**src/rtl/idex_ctrl_reg.sv**
```systemverilog
// ID/EX control-field pipeline register. Inserts all-zero bubbles on load-use
// stalls and for a configurable squash window after a flush, and counts them.
module idex_ctrl_reg #(
  parameter int WB_W         = 2,
  parameter int M_W          = 5,
  parameter int EX_W         = 6,
  parameter int FLUSH_CYCLES = 1,
  parameter int CNT_W        = 16
) (
  input  logic             clk,
  input  logic             rst_n,
  input  logic             stall,
  input  logic             id_flush,
  input  logic             ex_hold,
  input  logic             id_valid,
  input  logic [WB_W-1:0]  cntrl_wb,
  input  logic [M_W-1:0]   cntrl_m,
  input  logic [EX_W-1:0]  cntrl_ex,
  output logic [WB_W-1:0]  idex_wb,
  output logic [M_W-1:0]   idex_m,
  output logic [EX_W-1:0]  idex_ex,
  output logic             idex_valid,
  output logic             squash_active,
  output logic [CNT_W-1:0] bubble_count
);

  localparam logic [3:0] SQ_FULL  = 4'(FLUSH_CYCLES);
  localparam logic [3:0] SQ_AFTER = 4'(FLUSH_CYCLES - 1);

  logic [3:0]      sq_cnt;
  logic [3:0]      sq_next;
  logic            load_bubble;
  logic            load_input;
  logic [WB_W-1:0] wb_next;
  logic [M_W-1:0]  m_next;
  logic [EX_W-1:0] ex_next;
  logic            valid_next;
  logic [CNT_W-1:0] count_next;

  // Priority: hold, flush, open squash window, stall, normal load.
  always_comb begin
    sq_next     = sq_cnt;
    load_bubble = 1'b0;
    load_input  = 1'b0;
    if (ex_hold) begin
      // A flush arriving under hold is parked at the full window length.
      if (id_flush) sq_next = SQ_FULL;
    end else if (id_flush) begin
      load_bubble = 1'b1;
      sq_next     = SQ_AFTER;
    end else if (sq_cnt != 4'd0) begin
      load_bubble = 1'b1;
      sq_next     = sq_cnt - 4'd1;
    end else if (stall) begin
      load_bubble = 1'b1;
    end else begin
      load_input  = 1'b1;
    end
  end

  always_comb begin
    wb_next    = idex_wb;
    m_next     = idex_m;
    ex_next    = idex_ex;
    valid_next = idex_valid;
    count_next = bubble_count;
    if (load_bubble) begin
      wb_next    = '0;
      m_next     = '0;
      ex_next    = '0;
      valid_next = 1'b0;
      if (bubble_count != {CNT_W{1'b1}}) count_next = bubble_count + 1'b1;
    end else if (load_input) begin
      wb_next    = cntrl_wb;
      m_next     = cntrl_m;
      ex_next    = cntrl_ex;
      valid_next = id_valid;
    end
  end

  always_ff @(posedge clk or negedge rst_n) begin
    if (!rst_n) begin
      idex_wb      <= '0;
      idex_m       <= '0;
      idex_ex      <= '0;
      idex_valid   <= 1'b0;
      sq_cnt       <= 4'd0;
      bubble_count <= '0;
    end else begin
      idex_wb      <= wb_next;
      idex_m       <= m_next;
      idex_ex      <= ex_next;
      idex_valid   <= valid_next;
      sq_cnt       <= sq_next;
      bubble_count <= count_next;
    end
  end

  assign squash_active = (sq_cnt != 4'd0);

endmodule

```
**config.mk**
```make
export PLATFORM = sky130hd
export DESIGN_NAME = idex_ctrl_reg
export DESIGN_NICKNAME = d
export VERILOG_FILES = /design/src/rtl/idex_ctrl_reg.sv
export SDC_FILE = /design/constraint.sdc
export NUM_CORES = 1
export LEC_CHECK = 0
export BUFFER_PORTS_ARGS = -buffer_cell sky130_fd_sc_hd__buf_2
export CAP_MARGIN = 20
export CORE_MARGIN = 2
export CORE_UTILIZATION = 41
export DETAILED_ROUTE_END_ITERATION = 7
export PLACE_DENSITY = 0.67
export SETUP_SLACK_MARGIN = 0.3
export SYNTH_ARGS = -nofsm -noshare
export SYNTH_HDL_FRONTEND = slang
export SYNTH_SLANG_ARGS = --single-unit
```
**constraint.sdc**
```tcl
create_clock -name clk -period 4.3 [get_ports clk]
set_input_delay 0.645 -clock clk [delete_from_list [all_inputs] [get_ports clk]]
set_output_delay 0.645 -clock clk [all_outputs]
set_load 0.01 [all_outputs]
```
# Word level (Yosys, flattened, before mapping)
# Cells that the tools add are included.
[op_classes]
n_eq_ne = 2
shifts = 0
n_lt_le_gt_ge = 0
multipliers = 0
n_addsub = 2
n_div = 0
bitwise = 0
muxes = 20
reduce_logical = 5
[op_table]
columns = ["op", "count"]
rows = [
  ["$add 16x1->16 const B", 1],
  ["$mux 4", 4],
  ["$ne 16x16->1 const B", 1],
  ["$mux 6", 2],
  ["$mux 1", 10],
  ["$mux 5", 2],
  ["$mux 2", 2],
  ["$reduce_and 2->1", 2],
  ["$reduce_bool 2->1", 2],
  ["$reduce_bool 4->1", 1],
  ["$sub 4x1->4 const B", 1],
  ["$ne 2x2->1 const B", 1],
]
[totals]
register_bits = 34
mem_count = 0
ram_bits = 0
latchBits = 0
elab_cells = 35
input_bits = 19
romBits = 0

# Longest topological paths before layout
[depth]
depth_word = 6
depth_mapped = 7
ltp_nobuf = 6

# Worst setup path after synthesis
# No wires, ideal clock.
[synth_timing]
path_kind = "reg2out"
from = "register sq_cnt[0]"
to = "output port squash_active"
required_ps = 3655
setup_slack_ps = 2482
path_stages_with_launch = 5
path_buffers = 0
arrival_time_ps = 1173
path_cell_list = "dfrtp_1 -> inv_1 -> ha_1 -> nor3b_1 -> inv_1"
[synth_via]
elab_chain_len = 1
[synth_lines]
columns = ["element", "line", "rtl"]
rows = [
  ["start, declared", "30", "logic [3:0] sq_cnt;"],
  ["start signal, assigned", "94", "sq_cnt <= sq_next;"],
  ["$reduce_bool 4->1", "99", "assign squash_active = (sq_cnt != 4'd0);"],
  ["end, declared", "23", "output logic squash_active,"],
]
# No other way between the ends.

# Worst setup path in the final report
# Ends and elaborated chain as after synthesis.

==> impl_metrics.csv <==
group,metric,value,unit
sta,worstMarginPinSlew,718,ps
setup_path,r2r-end,"bubble_count[1]",
synth,syn_avg_cell_area,11.8,um2
clock_tree,htreeDepth,2,
sta,layout_min_cycle_time,2480,ps
synth,syn-instance-count,130,
drt,drt_iter0_markers,37,
clock_tree,ctsHoldBuffers,0,
layout,final-seq-area,851,um2
synth,ys_top_cells_by_area,"dfrtp_1, a22o_1, xor2_1, nor3_1, nor4_4",
synth,ys_types,31,
sta,skew,8.63,ps
power_and_ir_drop,p_total,0.00105,W
placement,dp.cells,222,
layout,layout-drive-gt1-share,0.366,
floorplanning,initial_utilization,0.422,
layout,final_nets,203,
sta,final_max_slew_viol_count,0,
layout,layout_common_cells,"buf_2, dfrtp_1, a22o_1, xor2_1, nor3_1",
global_route,grt-ovfl-total,0,
layout,nFillCells,352,
flow_run,max_cap_violations,0,
sta,rsz0062_at_grt,"false",
power_and_ir_drop,vdd_ir_drop_max,0.312,mV
global_route,grt_max_degree,35,
clock_tree,cts_setup_buffers,0,
clock_tree,clk_pin_slew_worst_paths,70,ps
layout,area_growth,28.0,%
power_and_ir_drop,power_leakage,0.959,nW
layout,fin_cells,231,
clock_tree,cts_tree,"built",
sta,fin_crit_sh,0.578,
drt,drtAntennaViolNets,0,
floorplanning,dieArea,4240,um2
drt,wl,3210,um
layout,final_common_cell,"buf_2",
floorplanning,num_io_pins,50,
sta,fmax,403,MHz
layout,n_antenna_cell,0,
clock_tree,cts_buffer_depth,2,
synth,postSynthRegisterBits,34,
sta,finalHoldViolCount,0,
global_route,grt_pass1_wl,5270,um
floorplanning,num_rows,22,
synth,yosysWarnings,0,
setup_path,critPathMaxFanout,5,
clock_tree,cts.repair.resized,0,
setup_path,rr_startpoint,"sq_cnt[0]",
drt,via_count,1212,
setup_path,rrSetupSlack,2040,ps
synth,synth_nets,151,
synth,synth_area,1530,um2
power_and_ir_drop,powerDensity,533,nW/um2
setup_path,start_kind,"register",
clock_tree,clk_latency,290,ps
synth,yosys.area.top_type,"dfrtp_1",
synth,synth.top_cell.area_share,0.555,
setup_path,required,3650,ps
sta,setup_tns,0,ps
layout,multiInputGateArea,642,um2
setup_path,r2r_cells,6,
clock_tree,cts-root-buf,"clkbuf_8",
drt,remaining_drc_errors,0,
floorplanning,dieHeight,65.1,um
clock_tree,clock_sinks,34,
drt,via_per_inst,5.25,
clock_tree,cts_inserted_buffers,5,
floorplanning,core_area,3630,um2
setup_path,critPathCaptureType,"primary output",
drt,drt-pass1-iter-count,4,
synth,yosysSeqAreaShare,0.555,
drt,wl_per_cell,13.9,um
global_route,grt_antenna_before_repair,0,
setup_path,startpoint,"sq_cnt[0]",
placement,port_buffers,49,
placement,dp_slack,1980,ps
setup_path,cp.arrival,1840,ps
sta,max_slew_margin,0.518,
global_route,first_global_vias,1183,
placement,place_hpwl,2330,um
floorplanning,fp.dieW,65.1,um
sta,worst_slack,1820,ps
setup_path,critical_path_class,"register to primary output",
setup_path,crit_end,"squash_active",
status,status,"completed",
worst_hold_path,hp-class,"input port to asynchronous set/reset pin",
global_route,grt_usage,0.164,
sta,setup_viol,0,
placement,gp_congestion,0.845,
[per-stage QoR]
step / util / hold slack (ps) / instance area [um2]
finish: 0.540 / 412 / 1960
global route: 0.540 / 474 / 1960
CTS: 0.538 / 432 / 1950
detailed placement: 0.500 / 495 / 1820
global placement: 0.500 / 480 / 1820
floorplan: - / 349 / 1530
[where the power goes]
part           switching, W  internal, W
clock network      0.000115     0.000232
logic              0.000130     0.000108
registers         0.0000796     0.000382
total              0.000324     0.000722
[synth_stat cells, drive strengths merged]
cell	instances
and3	1
and4	1
a21oi	3
buf	3
inv	5
nor4	7
clkbuf	2
a22o	14
or4b	1
nor3	9
nor3b	2
or2	1
a211oi	1
o211ai	1
nand2	6
o21ai	3
mux2	1
xor2	14
nor2	6
xnor2	1
ha	2
or4	3
nand4	4
dfrtp	34
a21o	1
nand3	4
[per-layer routing]
metal  global-route usage  up-vias  wire length (um)
met5                    0        -                 0
li1                     -      580                 -
met3               0.0462        4               238
met2                0.278       41              1560
met4               0.0781        0                48
met1                0.191      587              1360
[registers in the layout, summed over array words and instances (netlist names)]
name	count
sq_cnt	4
idex_ex	6
bubble_count	16
idex_m	5
idex_wb	2
idex_valid	1
[worst min path at each step]
stage	startpoint	endpoint	slack [ps]	cells past startpoint
after detailed placement	idex_ex[1]	idex_ex[1]	490	1
after floorplan	rst_n	bubble_count[0]	350	0
after global placement	bubble_count[15]	bubble_count[15]	480	1
after CTS	rst_n	idex_ex[3]	430	1
final	rst_n	idex_ex[5]	410	1
after global routing	rst_n	idex_ex[3]	470	1
[worst max-delay path: stages (launching register included)]
cell and delay [ps]:
dfrtp_1 420, inv_1 80, ha_1 190, nor3b_1 500
inv_1 180, buf_2 190
[cell type report]
cell class / instances / share of cell area
clock inverter: 3 / 0.0351
tap: 48 / 0.0306
timing repair buffer: 50 / 0.129
clock buffer: 5 / 0.0351
inverter: 5 / 0.00957
sequential: 34 / 0.434
multi-input combinational: 86 / 0.327
[kinds of logic after synthesis]
| family | share of synthesized area |
|---|---|
| AO/OA/AOI/OAI | 0.114 |
| buffers and inverters | 0.0302 |
| flip-flops | 0.555 |
| AND/OR/NAND/NOR | 0.191 |
| multiplexers | 0.00735 |
| adder cells (fa/ha/maj) | 0.0163 |
| XOR/XNOR | 0.0857 |
Power figures use the tool's default switching activity.
